File: config.mk
export PLATFORM = sky130hd
export DESIGN_NAME = uart_rx_fifo_flat
export DESIGN_NICKNAME = d
export VERILOG_FILES = /design/src/rtl/uart_rx_fifo_if.sv /design/src/rtl/uart_rx_fifo.sv /design/src/flat_wrapper.sv
export SDC_FILE = /design/constraint.sdc
export NUM_CORES = 1
export LEC_CHECK = 0
export CAP_MARGIN = 20
export CORE_MARGIN = 2
export CORE_UTILIZATION = 24
export CTS_CLUSTER_SIZE = 12
export DETAILED_ROUTE_END_ITERATION = 16
export PLACE_DENSITY = 0.44
export REMOVE_ABC_BUFFERS = 1
export SLEW_MARGIN = 20
export SYNTH_ARGS = -nofsm -noshare
export SYNTH_HDL_FRONTEND = slang
export SYNTH_SLANG_ARGS = --single-unit
File: constraint.sdc
create_clock -name clk -period 2.8 [get_ports clk]
set_input_delay 0.42 -clock clk [delete_from_list [all_inputs] [get_ports clk]]
set_output_delay 0.42 -clock clk [all_outputs]
set_load 0.1 [all_outputs]
File: src/rtl/uart_rx_fifo_if.sv
// Receive-side word stream: head-of-FIFO data with its error flags on a valid/ready handshake.
interface uart_rx_fifo_if #(
    parameter int DATA_WIDTH = 8
);
    logic [DATA_WIDTH-1:0] data;
    logic                  perr;
    logic                  ferr;
    logic                  valid;
    logic                  ready;

    modport master (output data, perr, ferr, valid, input ready);
    modport slave  (input data, perr, ferr, valid, output ready);
endinterface

File: src/rtl/uart_rx_fifo.sv
// UART receiver with configurable frame format, run-time baud divisor, per-word error
// flags and a receive FIFO feeding a valid/ready stream.
module uart_rx_fifo #(
    parameter int DATA_WIDTH  = 8,
    parameter int PARITY      = 0,
    parameter int STOP_BITS   = 1,
    parameter int DIV_WIDTH   = 16,
    parameter int FIFO_DEPTH  = 4,
    parameter int SYNC_STAGES = 2
) (
    input  logic                 clk,
    input  logic                 rst,
    input  logic [DIV_WIDTH-1:0] div,
    input  logic                 rx_sig,
    uart_rx_fifo_if.master       rx_if,
    output logic                 overrun,
    output logic                 brk,
    output logic                 busy
);
    localparam int BW = $clog2(DATA_WIDTH);
    localparam int AW = $clog2(FIFO_DEPTH);
    localparam int WW = DATA_WIDTH + 2;

    localparam logic [DIV_WIDTH-1:0] DIV_ONE  = 1;
    localparam logic [BW-1:0]        BIT_ONE  = 1;
    localparam logic [BW-1:0]        BIT_LAST = BW'(DATA_WIDTH - 1);
    localparam logic [AW-1:0]        PTR_ONE  = 1;
    localparam logic [AW:0]          CNT_ONE  = 1;
    localparam logic [AW:0]          CNT_FULL = (AW + 1)'(FIFO_DEPTH);
    localparam logic                 ODD      = (PARITY == 1);

    localparam logic [2:0] IDLE    = 3'd0;
    localparam logic [2:0] START   = 3'd1;
    localparam logic [2:0] DATA    = 3'd2;
    localparam logic [2:0] PAR     = 3'd3;
    localparam logic [2:0] STOP1   = 3'd4;
    localparam logic [2:0] STOP2   = 3'd5;
    localparam logic [2:0] BRKWAIT = 3'd6;

    logic [SYNC_STAGES-1:0] sync_q;
    logic [1:0]             hist_q;
    logic                   rxf;

    logic [2:0]            state_q, state_d;
    logic [DIV_WIDTH-1:0]  cnt_q, cnt_d;
    logic [DIV_WIDTH-1:0]  div_r_q, div_r_d;
    logic [BW-1:0]         bit_q, bit_d;
    logic [DATA_WIDTH-1:0] shreg_q, shreg_d;
    logic                  perr_q, perr_d;
    logic                  ferr_q, ferr_d;
    logic                  par_q, par_d;
    logic                  push_q, push_d;
    logic                  brk_q, brk_d;
    logic [WW-1:0]         word_q, word_d;
    logic                  busy_q;
    logic                  expire;

    // Majority of the newest synchronised sample and the two before it rejects 1-clock glitches.
    assign rxf = (sync_q[SYNC_STAGES-1] & hist_q[0]) |
                 (sync_q[SYNC_STAGES-1] & hist_q[1]) |
                 (hist_q[0] & hist_q[1]);

    always_ff @(posedge clk) begin
        if (rst) begin
            sync_q <= '1;
            hist_q <= '1;
        end else begin
            sync_q <= {sync_q[SYNC_STAGES-2:0], rx_sig};
            hist_q <= {hist_q[0], sync_q[SYNC_STAGES-1]};
        end
    end

    assign expire = (cnt_q == '0);

    always_comb begin
        // NOTE: every _d gets a default here, so no path through the case can infer a latch.
        state_d = state_q;
        cnt_d   = expire ? cnt_q : cnt_q - DIV_ONE;
        div_r_d = div_r_q;
        bit_d   = bit_q;
        shreg_d = shreg_q;
        perr_d  = perr_q;
        ferr_d  = ferr_q;
        par_d   = par_q;
        push_d  = 1'b0;
        brk_d   = 1'b0;
        word_d  = word_q;

        case (state_q)
            IDLE: begin
                if (!rxf) begin
                    state_d = START;
                    div_r_d = div;
                    cnt_d   = (div >> 1) - DIV_ONE;
                    bit_d   = '0;
                    perr_d  = 1'b0;
                    ferr_d  = 1'b0;
                    par_d   = 1'b0;
                end
            end
            START: begin
                if (expire) begin
                    if (rxf) begin
                        state_d = IDLE;
                    end else begin
                        state_d = DATA;
                        cnt_d   = div_r_q - DIV_ONE;
                    end
                end
            end
            DATA: begin
                if (expire) begin
                    shreg_d = {rxf, shreg_q[DATA_WIDTH-1:1]};
                    cnt_d   = div_r_q - DIV_ONE;
                    if (bit_q == BIT_LAST) begin
                        state_d = (PARITY != 0) ? PAR : STOP1;
                    end else begin
                        bit_d = bit_q + BIT_ONE;
                    end
                end
            end
            PAR: begin
                if (expire) begin
                    par_d   = rxf;
                    perr_d  = ((^shreg_q) ^ rxf) != ODD;
                    cnt_d   = div_r_q - DIV_ONE;
                    state_d = STOP1;
                end
            end
            STOP1: begin
                if (expire && STOP_BITS == 2) begin
                    ferr_d  = ~rxf;
                    cnt_d   = div_r_q - DIV_ONE;
                    state_d = STOP2;
                end
            end
            STOP2: ;
            BRKWAIT: begin
                if (rxf) state_d = IDLE;
            end
            default: state_d = IDLE;
        endcase

        // Final stop sample: the word is queued for the FIFO on the following cycle.
        if (expire && (state_q == STOP2 || (state_q == STOP1 && STOP_BITS != 2))) begin
            push_d  = 1'b1;
            word_d  = {ferr_q | ~rxf, perr_q, shreg_q};
            brk_d   = ~rxf && (shreg_q == '0) && !par_q;
            state_d = rxf ? IDLE : BRKWAIT;
        end
    end

    always_ff @(posedge clk) begin
        if (rst) begin
            state_q <= IDLE;
            cnt_q   <= '0;
            div_r_q <= '0;
            bit_q   <= '0;
            shreg_q <= '0;
            perr_q  <= 1'b0;
            ferr_q  <= 1'b0;
            par_q   <= 1'b0;
            push_q  <= 1'b0;
            brk_q   <= 1'b0;
            word_q  <= '0;
            busy_q  <= 1'b0;
        end else begin
            // NOTE: non-blocking assignments keep every register sampling pre-edge values.
            state_q <= state_d;
            cnt_q   <= cnt_d;
            div_r_q <= div_r_d;
            bit_q   <= bit_d;
            shreg_q <= shreg_d;
            perr_q  <= perr_d;
            ferr_q  <= ferr_d;
            par_q   <= par_d;
            push_q  <= push_d;
            brk_q   <= brk_d;
            word_q  <= word_d;
            busy_q  <= (state_q != IDLE);
        end
    end

    logic [WW-1:0] mem_q [FIFO_DEPTH];
    logic [AW-1:0] wr_ptr_q, rd_ptr_q;
    logic [AW:0]   count_q;
    logic          overrun_q;
    logic          full, valid, pop, do_push;
    logic [WW-1:0] head;

    assign full    = (count_q == CNT_FULL);
    assign valid   = (count_q != '0);
    assign pop     = valid & rx_if.ready;
    assign do_push = push_q & (~full | pop);

    always_ff @(posedge clk) begin
        if (rst) begin
            wr_ptr_q  <= '0;
            rd_ptr_q  <= '0;
            count_q   <= '0;
            overrun_q <= 1'b0;
        end else begin
            if (do_push) wr_ptr_q <= wr_ptr_q + PTR_ONE;
            if (pop)     rd_ptr_q <= rd_ptr_q + PTR_ONE;
            if (do_push && !pop)      count_q <= count_q + CNT_ONE;
            else if (!do_push && pop) count_q <= count_q - CNT_ONE;
            overrun_q <= push_q & full & ~pop;
        end
    end

    // NOTE: storage is left unreset; the outputs are gated by valid so stale entries never show.
    always_ff @(posedge clk) begin
        if (do_push) mem_q[wr_ptr_q] <= word_q;
    end

    assign head        = mem_q[rd_ptr_q];
    assign rx_if.valid = valid;
    assign rx_if.data  = valid ? head[DATA_WIDTH-1:0] : '0;
    assign rx_if.perr  = valid & head[DATA_WIDTH];
    assign rx_if.ferr  = valid & head[DATA_WIDTH+1];
    assign overrun     = overrun_q;
    assign brk         = brk_q;
    assign busy        = busy_q;
endmodule

File: src/flat_wrapper.sv
// flat-port wrapper written by rule: the top's interface ports become plain ports
module uart_rx_fifo_flat 
#(
    parameter int DATA_WIDTH  = 8,
    parameter int PARITY      = 0,
    parameter int STOP_BITS   = 1,
    parameter int DIV_WIDTH   = 16,
    parameter int FIFO_DEPTH  = 4,
    parameter int SYNC_STAGES = 2
)
  (clk, rst, div, rx_sig, overrun, brk, busy, rx_if_data, rx_if_perr, rx_if_ferr, rx_if_valid, rx_if_ready);
  uart_rx_fifo_if #(.DATA_WIDTH(DATA_WIDTH)) rx_if_i ();
  input  logic clk;
  input  logic rst;
  input  logic [DIV_WIDTH-1:0] div;
  input  logic rx_sig;
  output logic overrun;
  output logic brk;
  output logic busy;
  output wire logic [$bits(rx_if_i.data)-1:0] rx_if_data;
  output wire logic [$bits(rx_if_i.perr)-1:0] rx_if_perr;
  output wire logic [$bits(rx_if_i.ferr)-1:0] rx_if_ferr;
  output wire logic [$bits(rx_if_i.valid)-1:0] rx_if_valid;
  input wire logic [$bits(rx_if_i.ready)-1:0] rx_if_ready;
  assign rx_if_data = rx_if_i.data;
  assign rx_if_perr = rx_if_i.perr;
  assign rx_if_ferr = rx_if_i.ferr;
  assign rx_if_valid = rx_if_i.valid;
  assign rx_if_i.ready = rx_if_ready;
  uart_rx_fifo #(.DATA_WIDTH(DATA_WIDTH), .PARITY(PARITY), .STOP_BITS(STOP_BITS), .DIV_WIDTH(DIV_WIDTH), .FIFO_DEPTH(FIFO_DEPTH), .SYNC_STAGES(SYNC_STAGES)) u_core (.clk(clk), .rst(rst), .div(div), .rx_sig(rx_sig), .rx_if(rx_if_i), .overrun(overrun), .brk(brk), .busy(busy));
endmodule
## Word-level counts from Yosys, hierarchy flattened

Memory sizes are Yosys's and may differ from the RTL's. A register that Yosys moved wholly into a read port is not among the register bits.
Cells that the tools add are included.

| word-level totals | value |
|---|---|
| memories | 1 |
| bits in registers | 73 |
| output and inout bits | 14 |
| bits in writable memories | 40 |

| cells by class | value |
|---|---|
| mux-type cells | 33 |
| reduce and logical (&&, ||, !) cells | 26 |
| $add $sub $neg | 8 |
| equal/unequal tests | 19 |
| bitwise operators | 17 |

Memory list:

| name | words | width | read ports | clocked after memory_dff | wr ports | line | source |
|---|---|---|---|---|---|---|---|
| u_core.mem_q | 4 | 10 | 1 | 1 | 1 | uart_rx_fifo.sv:184 | `logic [WW-1:0] mem_q [FIFO_DEPTH];` |

Operators with widths:

| kind | count |
|---|---|
| $mux W16 | 5 |
| $pmux W16 S3 | 1 |
| $mux W3 | 13 |
| $sub A16 B1 Y16 const B | 2 |
| $pmux W3 S6 | 1 |
| $logic_not A16 Y1 | 1 |
| $sub A15 B1 Y16 const B | 1 |
| $eq A3 B3 Y1 const B | 5 |
| $ne A3 B1 Y1 const B | 5 |
| $and A1 B1 Y1 | 9 |
| $logic_not A8 Y1 | 1 |
| $mux W8 | 1 |
| $reduce_xor A8 Y1 | 1 |
| $reduce_and A7 Y1 | 1 |
| $add A3 B1 Y3 const B | 2 |
| $eq A3 B2 Y1 const B | 2 |
| $mux W1 | 6 |
| $mux W2 | 3 |
| $ne A2 B1 Y1 const B | 3 |
| $pmux W3 S2 | 1 |
| $reduce_bool A2 Y1 | 3 |
| $reduce_bool A3 Y1 | 2 |
| $reduce_or A2 Y1 | 3 |
| $logic_and A1 B1 Y1 | 5 |
| other kinds (15) | 26 |

## Logic depth before layout (Yosys ltp)

Gate-level depths: netlist of the first run.

| logic depth | value |
|---|---|
| depth after elaboration | 8 |
| mapped depth | 9 |

## Worst setup path before layout of the first run

OpenSTA, ideal clock, no wires.

| timing | value |
|---|---|
| kind | reg-to-output |
| start point | register u_core.count_q[0] |
| end point | output rx_if_data[0] |
| cell stages (with the launch flop) | 4 |
| buffers on the path | 1 |
| data required time | 2380 ps |
| slack | -3 ps |
| data arrival time | 2383 ps |
| path through | dfxtp_1 or3_1 clkbuf_1 and2_1 |

| on the way | value |
|---|---|
| longest elaborated chain between the ends | 2 |

RTL lines:

| element | line | source |
|---|---|---|
| start: declaration | uart_rx_fifo.sv:186 | `logic [AW:0] count_q;` |
| start signal: assignment | uart_rx_fifo.sv:205 | `if (do_push && !pop) count_q <= count_q + CNT_ONE;` |
| start signal: assignment | uart_rx_fifo.sv:206 | `else if (!do_push && pop) count_q <= count_q - CNT_ONE;` |
| $reduce_bool A3 Y1 | uart_rx_fifo.sv:192 | `assign valid = (count_q != '0);` |
| via rx_if_valid | flat_wrapper.sv:23 | `output wire logic [$bits(rx_if_i.valid)-1:0] rx_if_valid;` |
| $mux W8 | uart_rx_fifo.sv:218 | `assign rx_if.data = valid ? head[DATA_WIDTH-1:0] : '0;` |
| end: declaration | flat_wrapper.sv:20 | `output wire logic [$bits(rx_if_i.data)-1:0] rx_if_data;` |

The timed path passes the listed nets, and every way through them passes these cells.

## Worst setup path in the final report of the first run

| timing | value |
|---|---|
| start point | register u_core.cnt_q[0] |
| end point | register u_core.cnt_q[10] |

| on the way | value |
|---|---|
| longest elaborated chain between the ends | 5 |
| elaborated cells on any way between the ends | 8 |

RTL lines:

| element | line | source |
|---|---|---|
| start: declaration | uart_rx_fifo.sv:45 | `logic [DIV_WIDTH-1:0] cnt_q, cnt_d;` |
| start signal: assignment | uart_rx_fifo.sv:170 | `cnt_q <= cnt_d;` |
| $sub A16 B1 Y16 or $logic_not A16 Y1 (tied branches) | uart_rx_fifo.sv:78, uart_rx_fifo.sv:73 |  |
| $mux W16 | uart_rx_fifo.sv:78 | `cnt_d = expire ? cnt_q : cnt_q - DIV_ONE;` |
| $mux W16 | uart_rx_fifo.sv:103 | `if (rxf) begin` |
| $mux W16 | uart_rx_fifo.sv:102 | `if (expire) begin` |
| $pmux W16 S3 * | uart_rx_fifo.sv:89 | `case (state_q)` |

Mark *: on every way between the ends. The rest lies on a longest branch, timed or not.
A chain may end at the register's enable or synchronous reset.

==> results of run 1 <==
worst register-to-register path, stage by stage (launching register included):
cell and delay [ns]:
dfxtp_1 0.41, inv_1 0.11, ha_1 0.20, nor4b_1 0.15, and4_1 0.23, o221ai_1 0.67
nand2_1 0.33, o211ai_1 0.25
cells by family after synthesis:
logic type                 count (synthesis)
muxes                                     22
buffers and inverters                     53
AOI/OAI and AO/OA                        112
adders and majority gates                 17
and+or+nand+nor                          220
xor gates and xnor gates                  36
DFF                                      115
metrics by stage:
step / instance area [sq um] / hold slack [ns]
3_3_place_gp: 6330 / 0.405
4_1_cts: 6910 / 0.430
6_report: 6910 / 0.433
3_5_place_dp: 6330 / 0.398
5_1_grt: 6910 / 0.451
2_1_floorplan: 5510 / 0.389
per-layer routing:
metal	vias up	part of all wire [%]
met2	92	47
met5	-	0
met3	7	3.4
met4	0	0.95
met1	2120	49
li1	2183	-
final timing paths:
kind	cells past startpoint	end	slack [ns]
max	7	u_core.cnt_q[10]	0.36
min	1	u_core.brk	0.43
max reg2reg	7	u_core.cnt_q[10]	0.36
min reg2reg	1	u_core.brk	0.43
synthesized netlist by cell type (all sizes together) (11+ instances only):
cell type	number
xor2	12
nor2	38
ha	15
inv	23
nand3	17
nand2	72
o21ai	14
xnor2	24
mux2i	12
edfxtp	40
nor3	13
and2	11
a21oi	42
nor4	20
dfxtp	75
clkbuf	22
power groups by stage:
stage / clock (mW) / sequential, mW / combinational [mW]
after global routing: 2.24 / 2.06 / 2.79
after detailed placement: 0 / 2.07 / 2.58
after floorplan: 0 / 2.07 / 1.93
after global placement: 0 / 2.06 / 2.56
after CTS: 2.17 / 2.04 / 2.60
final: 2.11 / 2.04 / 2.58
area by class of cell:
type | count | area, sq um
repair buffers | 50 | 418
fillers | 2460 | 16400
well taps | 319 | 399
inverters | 24 | 90.1
multi-input cells | 407 | 2720
flip-flops and latches | 115 | 2700
clock buffers | 20 | 458
clock inverters | 12 | 120
registers in the layout, indices dropped and copies added (netlist names), named ones only:
| register | cells |
|---|---|
| u_core.bit_q | 3 |
| u_core.brk | 1 |
| u_core.busy | 1 |
| u_core.cnt_q | 16 |
| u_core.count_q | 3 |
| u_core.div_r_q | 16 |
| u_core.hist_q | 2 |
| u_core.mem_q | 40 |
| u_core.overrun | 1 |
| u_core.par_q | 1 |
| u_core.perr_q | 1 |
| u_core.push_q | 1 |
| u_core.rd_ptr_q | 2 |
| u_core.shreg_q | 8 |
| u_core.state_q | 3 |
| u_core.sync_q | 2 |
| u_core.word_q | 10 |
| u_core.wr_ptr_q | 2 |
==> results.txt, run 1 <==
----------------------------------------------------
[Run status]
  Status ... finished, final reports clean

[Worst setup path]
  CP startpoint kind ... register
  Cell with the biggest individual delay on the critical path ... o221ai_1
  CP max FO ... 8
  Cell family contributing the most delay on the critical path ... compound AO/OA/AOI/OAI gates
  Biggest cell delay along the critical path ... around 0.67 ns
  Type of the worst setup path ... register to register
  Source of the worst register-to-register timing path ... u_core.cnt_q[0]
  Critical path data required time ... 3.12 ns
  Data arrival at the endpoint of the critical path ... 2.76 ns
  Critical path launch point ... u_core.cnt_q[0]
  Critical Path, Cell by Cell ... inv_1, ha_1, nor4b_1, and4_1, o221ai_1, nand2_1, o211ai_1
  CP endpoint kind ... register
  Number of buffer and inverter instances along the worst setup path ... 1

[Power]
  Design Power ... 6.73 mW
  Combinational power share ... between 30% and 40%
  Proportion of total power due to net switching ... 40.5%
  Power density over the cells ... 974 nW/um^2
  Sequential share of power ... 30.3%
  Cell Int Power ... 4.00 mW
  Worst IR drop on VDD ... 0.507 mV
  Clock share of power ... 31.4%
  Static Leak ... 2.35 nW
  Switching Power ... 2.73 mW

[Floorplanning]
  Cell Rows ... 56
  Die boundary width ... around 160 microns
  IO Count ... 34
  Height of the chip ... 157 microns
  Standard cell core area ... 23300 sq um
  Initial cell density of the core ... between 20 and 25%
  Die Area ... 24700 sq um

[Min path]
  Origin of the worst min-delay path ... u_core.par_q
  Class of the most critical hold timing path ... register to register

[Synth]
  Average cell area after synthesis ... 9.79 sq um
  Mapped Area ... 5630 sq um
  Area fraction in and, or, nand and nor cells after synthesis ... 19.8%
  Multiplexer fraction of the synthesized cell area ... between 6 and 7%
  Compound-cell area share of the yosys netlist ... 12.9%
  Synth warn ... 0
  Post-synth EDFFs ... 40
  Dominant synthesized flop cell ... dfxtp_1
  Combinational family with the most area after synthesis ... simple AND/OR/NAND/NOR gates
  Syn Inst Count ... 575
  Xor and xnor fraction of the mapped netlist area ... 5.60%
  Largest area contributor in the synthesized netlist ... dfxtp_1
  Proportion of synthesized chip area in sequential cells ... 48.0%
  Proportion of synthesized flip-flops having asynchronous set or reset ... 0%
  Synth cell types ... between 60 and 70
  Share of synthesized cell area in full adder, half adder and majority cells ... 3.87%
  Top-area cell type share of the netlist area ... between 20% and 30%
  Largest cells by area after synthesis ... dfxtp_1, edfxtp_1, nand2_1
  Flop and latch count out of synthesis ... roughly 120

[GRT]
  Sum of overflow across all layers after global routing ... 0
  Met3 track demand over resource ... 3.19%
  Pin count of the biggest net entering global routing ... 39
  Met1 track demand over resource ... approximately 15%
  Via count of the first global-routing pass ... 4429
  GRT Max-Usage Layer ... met2
  Initial antenna violation count ... 0
  Total routing resource utilization after global routing ... 11.8%
  GR Util met2 ... between 10% and 20%
  First-pass GRT wire length ... 22900 microns

[Cells and area]
  Share of the core filled with cells ... 29.7%
  Cell Count, Final, Fillers Out ... between 900 and 1000
  Number of diodes ... 0
  Fraction of layout cells with a size suffix above 1 ... 13.1%
  Net count of the finished layout ... 651
  Syn-to-layout area delta ... 22.7%
  Highest-count cells in the layout ignoring fill and taps ... dfxtp_1, nand2_1, a21oi_1
  Commonest non-fill, non-tap cell in the layout ... dfxtp_1

[Detailed routing]
  Avg Vias per Cell ... 4.65
  Via Count ... 4402
  WL/cell ... approximately 15 microns
  Remaining antenna violation count ... 0
  First-pass iteration count of the detailed router ... 4
  Detailed Route Iter0 Violations ... 198
  Aggregate routed wire length ... 13800 microns
  Final routed DRC violation total ... 0

[Clocking]
  Clock Tree Buf Depth ... 2
  TritonCTS clock tree ... yes
  Clock-pin slew on the worst setup and hold paths ... 0.06 ns
  CTS Sinks ... 115
  Number of gates given a new drive strength after cts ... 0
  Hold buffer count at CTS ... 0
  H-tree levels ... 4
  Setup fix buffers added after clock tree synthesis ... 0
  Clock insertion delay at the later pin of the skew report ... 0.41 ns
  Clock buffer count from CTS ... 17
  Clk root buf ... clkbuf_16

[Flow run]
  Number of violations of the max-capacitance limit ... 0

[Timing]
  Headroom to the max-slew limit ... approximately 44%
  Clock tree skew after final layout ... 0.0182 ns
  Min Clock Period, post-route ... 2.44 ns
  Max frequency ... 0.410 GHz
  Setup repair after global routing missed its margin ... no
  Final setup violation count ... 0
  Final worst-path cycle share ... 87.1%
  Setup tns final ... 0 ns
  Transition at the pin with the smallest max-transition slack ... 0.838 ns
  Max-slew violations ... 0
  Min setup slack post-route ... 0.361 ns
  Final count of hold timing violations ... 0

[Placement]
  Post-detailed-placement half-perimeter wirelength ... approximately 9600 microns
  Placer congestion estimate ... 0.825
  Post-placement cell count ... 915
  Port-buffer cells ... 33
  Setup slack after placement ... -0.0254 ns

----------------------------------------------------
(Power assumes the default switching activity.)
==> inputs of run 2 (changes only) <==
- CAP_MARGIN: 20 -> 30
- CELL_PAD_IN_SITES_DETAIL_PLACEMENT: default -> 2
- CELL_PAD_IN_SITES_GLOBAL_PLACEMENT: default -> 2
- CORE_ASPECT_RATIO: default -> 1.75
- PLACE_DENSITY: 0.44 -> 0.59
==> run 2 against run 1 <==
Against the previous run:
- critical path depth unchanged
- first-iteration DRC count shrank 14%
- register-to-register slack lost 0.04 ns
- critical endpoint unchanged
- core utilization up 0.39 points
- hold slack got worse by 0.015 ns
- largest power group unchanged
- power grew 1.3%
==> results.txt, run 2 (synthesis results as in run 1) <==
----------------------------------------------------
[Worst setup path]
  Capture point of the critical path ... u_core.cnt_q[10]
  Number of buffer and inverter instances along the worst setup path ... 1
  Number of cell instances on the worst register-to-register path ... 7
  Critical path depth ... 7
  Critical path launch point ... u_core.cnt_q[1]
  CP startpoint kind ... register
  Source of the worst register-to-register timing path ... u_core.cnt_q[1]
  Capturing point of the worst reg2reg path ... u_core.cnt_q[10]
  Data arrival at the endpoint of the critical path ... 2.82 ns
  Biggest cell delay along the critical path ... 0.72 ns
  Critical path data required time ... around 3.1 ns
  CP max FO ... 8
  Cell family contributing the most delay on the critical path ... compound AO/OA/AOI/OAI gates
  CP endpoint kind ... register
  Critical Path, Cell by Cell ... inv_1, ha_1, nor4b_1, and4_1, o221ai_1, nand2_1, o211ai_1
  Type of the worst setup path ... register to register
  Register-to-Register Setup Slack ... between 0.3 and 0.4 ns
  Cell with the biggest individual delay on the critical path ... o221ai_1

[Floorplanning]
  Cell Rows ... 74
  Die boundary width ... 120 microns
  Initial cell density of the core ... 24.3%
  Height of the chip ... between 200 and 250 microns
  IO Count ... 34
  Die Area ... 24700 sq um
  Standard cell core area ... between 20000 and 25000 sq um

[Placement]
  Post-detailed-placement half-perimeter wirelength ... 13000 microns
  Placer congestion estimate ... 0.769
  Placed cell area ... 6410 sq um
  Port-buffer cells ... 33

[GRT]
  Initial antenna violation count ... 0
  Pin count of the biggest net entering global routing ... 33
  GR Util met2 ... 31.7%
  Sum of overflow across all layers after global routing ... 0
  Total routing resource utilization after global routing ... 14.9%
  Met3 track demand over resource ... between 3 and 4%
  Met1 track demand over resource ... 12.9%
  Via count of the first global-routing pass ... slightly above 5000
  First-pass GRT wire length ... 28000 microns
  GRT Max-Usage Layer ... met2

[Timing]
  Final count of hold timing violations ... 0
  Setup repair after global routing missed its margin ... no
  Clock tree skew after final layout ... around 0.0096 ns
  Final worst-path cycle share ... 88.7%
  Max frequency ... a little over 0.4 GHz
  Max-slew violations ... 0
  Final setup violation count ... 0
  Min Clock Period, post-route ... between 2 and 2.5 ns
  Headroom to the max-slew limit ... 40.3%
  Transition at the pin with the smallest max-transition slack ... 0.895 ns

[Cells and area]
  Number of diodes ... 0
  Max FFs per register ... 40
  Share of the core filled with cells ... a little under a third
  Fraction of layout cells with a size suffix above 1 ... between 10% and 20%
  Registers with the most flip-flops ... u_core.mem_q: 40 flops, u_core.cnt_q: 16 flops, u_core.div_r_q: 16 flops
  Summed area of non-filler cells in the final layout ... approximately 7000 sq um
  Syn-to-layout area delta ... 23.7%
  Commonest non-fill, non-tap cell in the layout ... dfxtp_1
  Register containing the most flip-flops in the final layout ... u_core.mem_q
  Highest-count cells in the layout ignoring fill and taps ... dfxtp_1, nand2_1, a21oi_1
  Net count of the finished layout ... 662

[Detailed routing]
  Aggregate routed wire length ... 17200 microns
  WL/cell ... 18.3 microns
  Via Count ... between 4000 and 5000
  Avg Vias per Cell ... 4.90
  First-pass iteration count of the detailed router ... 4
  Detailed Route Iter0 Violations ... 171
  Remaining antenna violation count ... 0
  Final routed DRC violation total ... 0

[Run status]
  Status ... finished, final reports clean

[Clocking]
  Clock buffer count from CTS ... 17
  TritonCTS clock tree ... yes
  Clk root buf ... clkbuf_16
  Number of gates given a new drive strength after cts ... 0
  CTS Sinks ... ~120
  Clock insertion delay at the later pin of the skew report ... 0.43 ns
  Clock Tree Buf Depth ... 2
  Hold buffer count at CTS ... 0
  H-tree levels ... 4
  Clock-pin slew on the worst setup and hold paths ... 0.06 ns
  Setup fix buffers added after clock tree synthesis ... 0

[Min path]
  Class of the most critical hold timing path ... register to register

[Flow run]
  Number of violations of the max-capacitance limit ... 0

[Power]
  Power density over the cells ... roughly 980 nW/um^2
  Worst IR drop on VDD ... 0.365 mV
  Static Leak ... 2.39 nW

----------------------------------------------------
run 2: changes by cell type in the layout (fill, tap and decap cells not counted):
cell,delta
inv_6,+1
inv_8,-1
clkbuf_1,-2
buf_4,+10
clkinv_1,+2
clkinv_4,-1
buf_12,+1
clkbuf_16,-1
clkinvlp_4,+2
run 2: worst reg2reg max path, cell delays in order, from the launching register on:
cell and delay (ns):
dfxtp_1 0.41, inv_1 0.09, ha_1 0.21, nor4b_1 0.16
and4_1 0.26, o221ai_1 0.72, nand2_1 0.31, o211ai_1 0.24
run 2: how the worst min path moves through the flow:
stage	from	endpoint	cells after the start
global placement	u_core.sync_q[0]	u_core.sync_q[1]	1
global route	u_core.sync_q[0]	u_core.sync_q[1]	1
finish	u_core.sync_q[0]	u_core.sync_q[1]	1
floorplan	u_core.sync_q[0]	u_core.sync_q[1]	1
detailed placement	u_core.sync_q[0]	u_core.sync_q[1]	1
CTS	u_core.sync_q[0]	u_core.sync_q[1]	1
run 2: power by group:
part,internal (mW),switching (mW),leakage (nW)
clock network,1.22,0.850,0.266
registers,1.86,0.181,0.979
logic,0.885,1.81,1.15
total,3.97,2.84,2.39
run 2: cell type report:
type                            count  area, sq um
Tap cell                          304          380
Multi-Input combinational cell    407         2720
Inverter                           24         90.1
Clock inverter                     15          131
Fill cell                        2595        16200
Clock buffer                       17          425
Sequential cell                   115         2700
Timing Repair Buffer               61          513
run 2: layer usage:
| metal | vias to the layer above | share of wire (%) |
|---|---|---|
| met5 | - | 0 |
| met3 | 26 | 2.6 |
| met2 | 64 | 61 |
| li1 | 2197 | - |
| met1 | 2337 | 34 |
| met4 | 0 | 2.3 |
run 2: per-stage QoR:
| stage | setup WS (ns) | hold slack (ns) | std cells | TNS [ns] | power [mW] |
|---|---|---|---|---|---|
| 3_5_place_dp | -0.0617 | 0.408 | 911 | -0.0617 | 4.80 |
| 6_report | 0.316 | 0.418 | 943 | 0 | 6.81 |
| 5_1_grt | 0.125 | 0.433 | 943 | 0 | 7.18 |
| 2_1_floorplan | 0.0725 | 0.389 | 546 | 0 | 4.00 |
| 3_3_place_gp | 0.0661 | 0.392 | 911 | 0 | 4.72 |
| 4_1_cts | 0.277 | 0.422 | 943 | 0 | 6.93 |
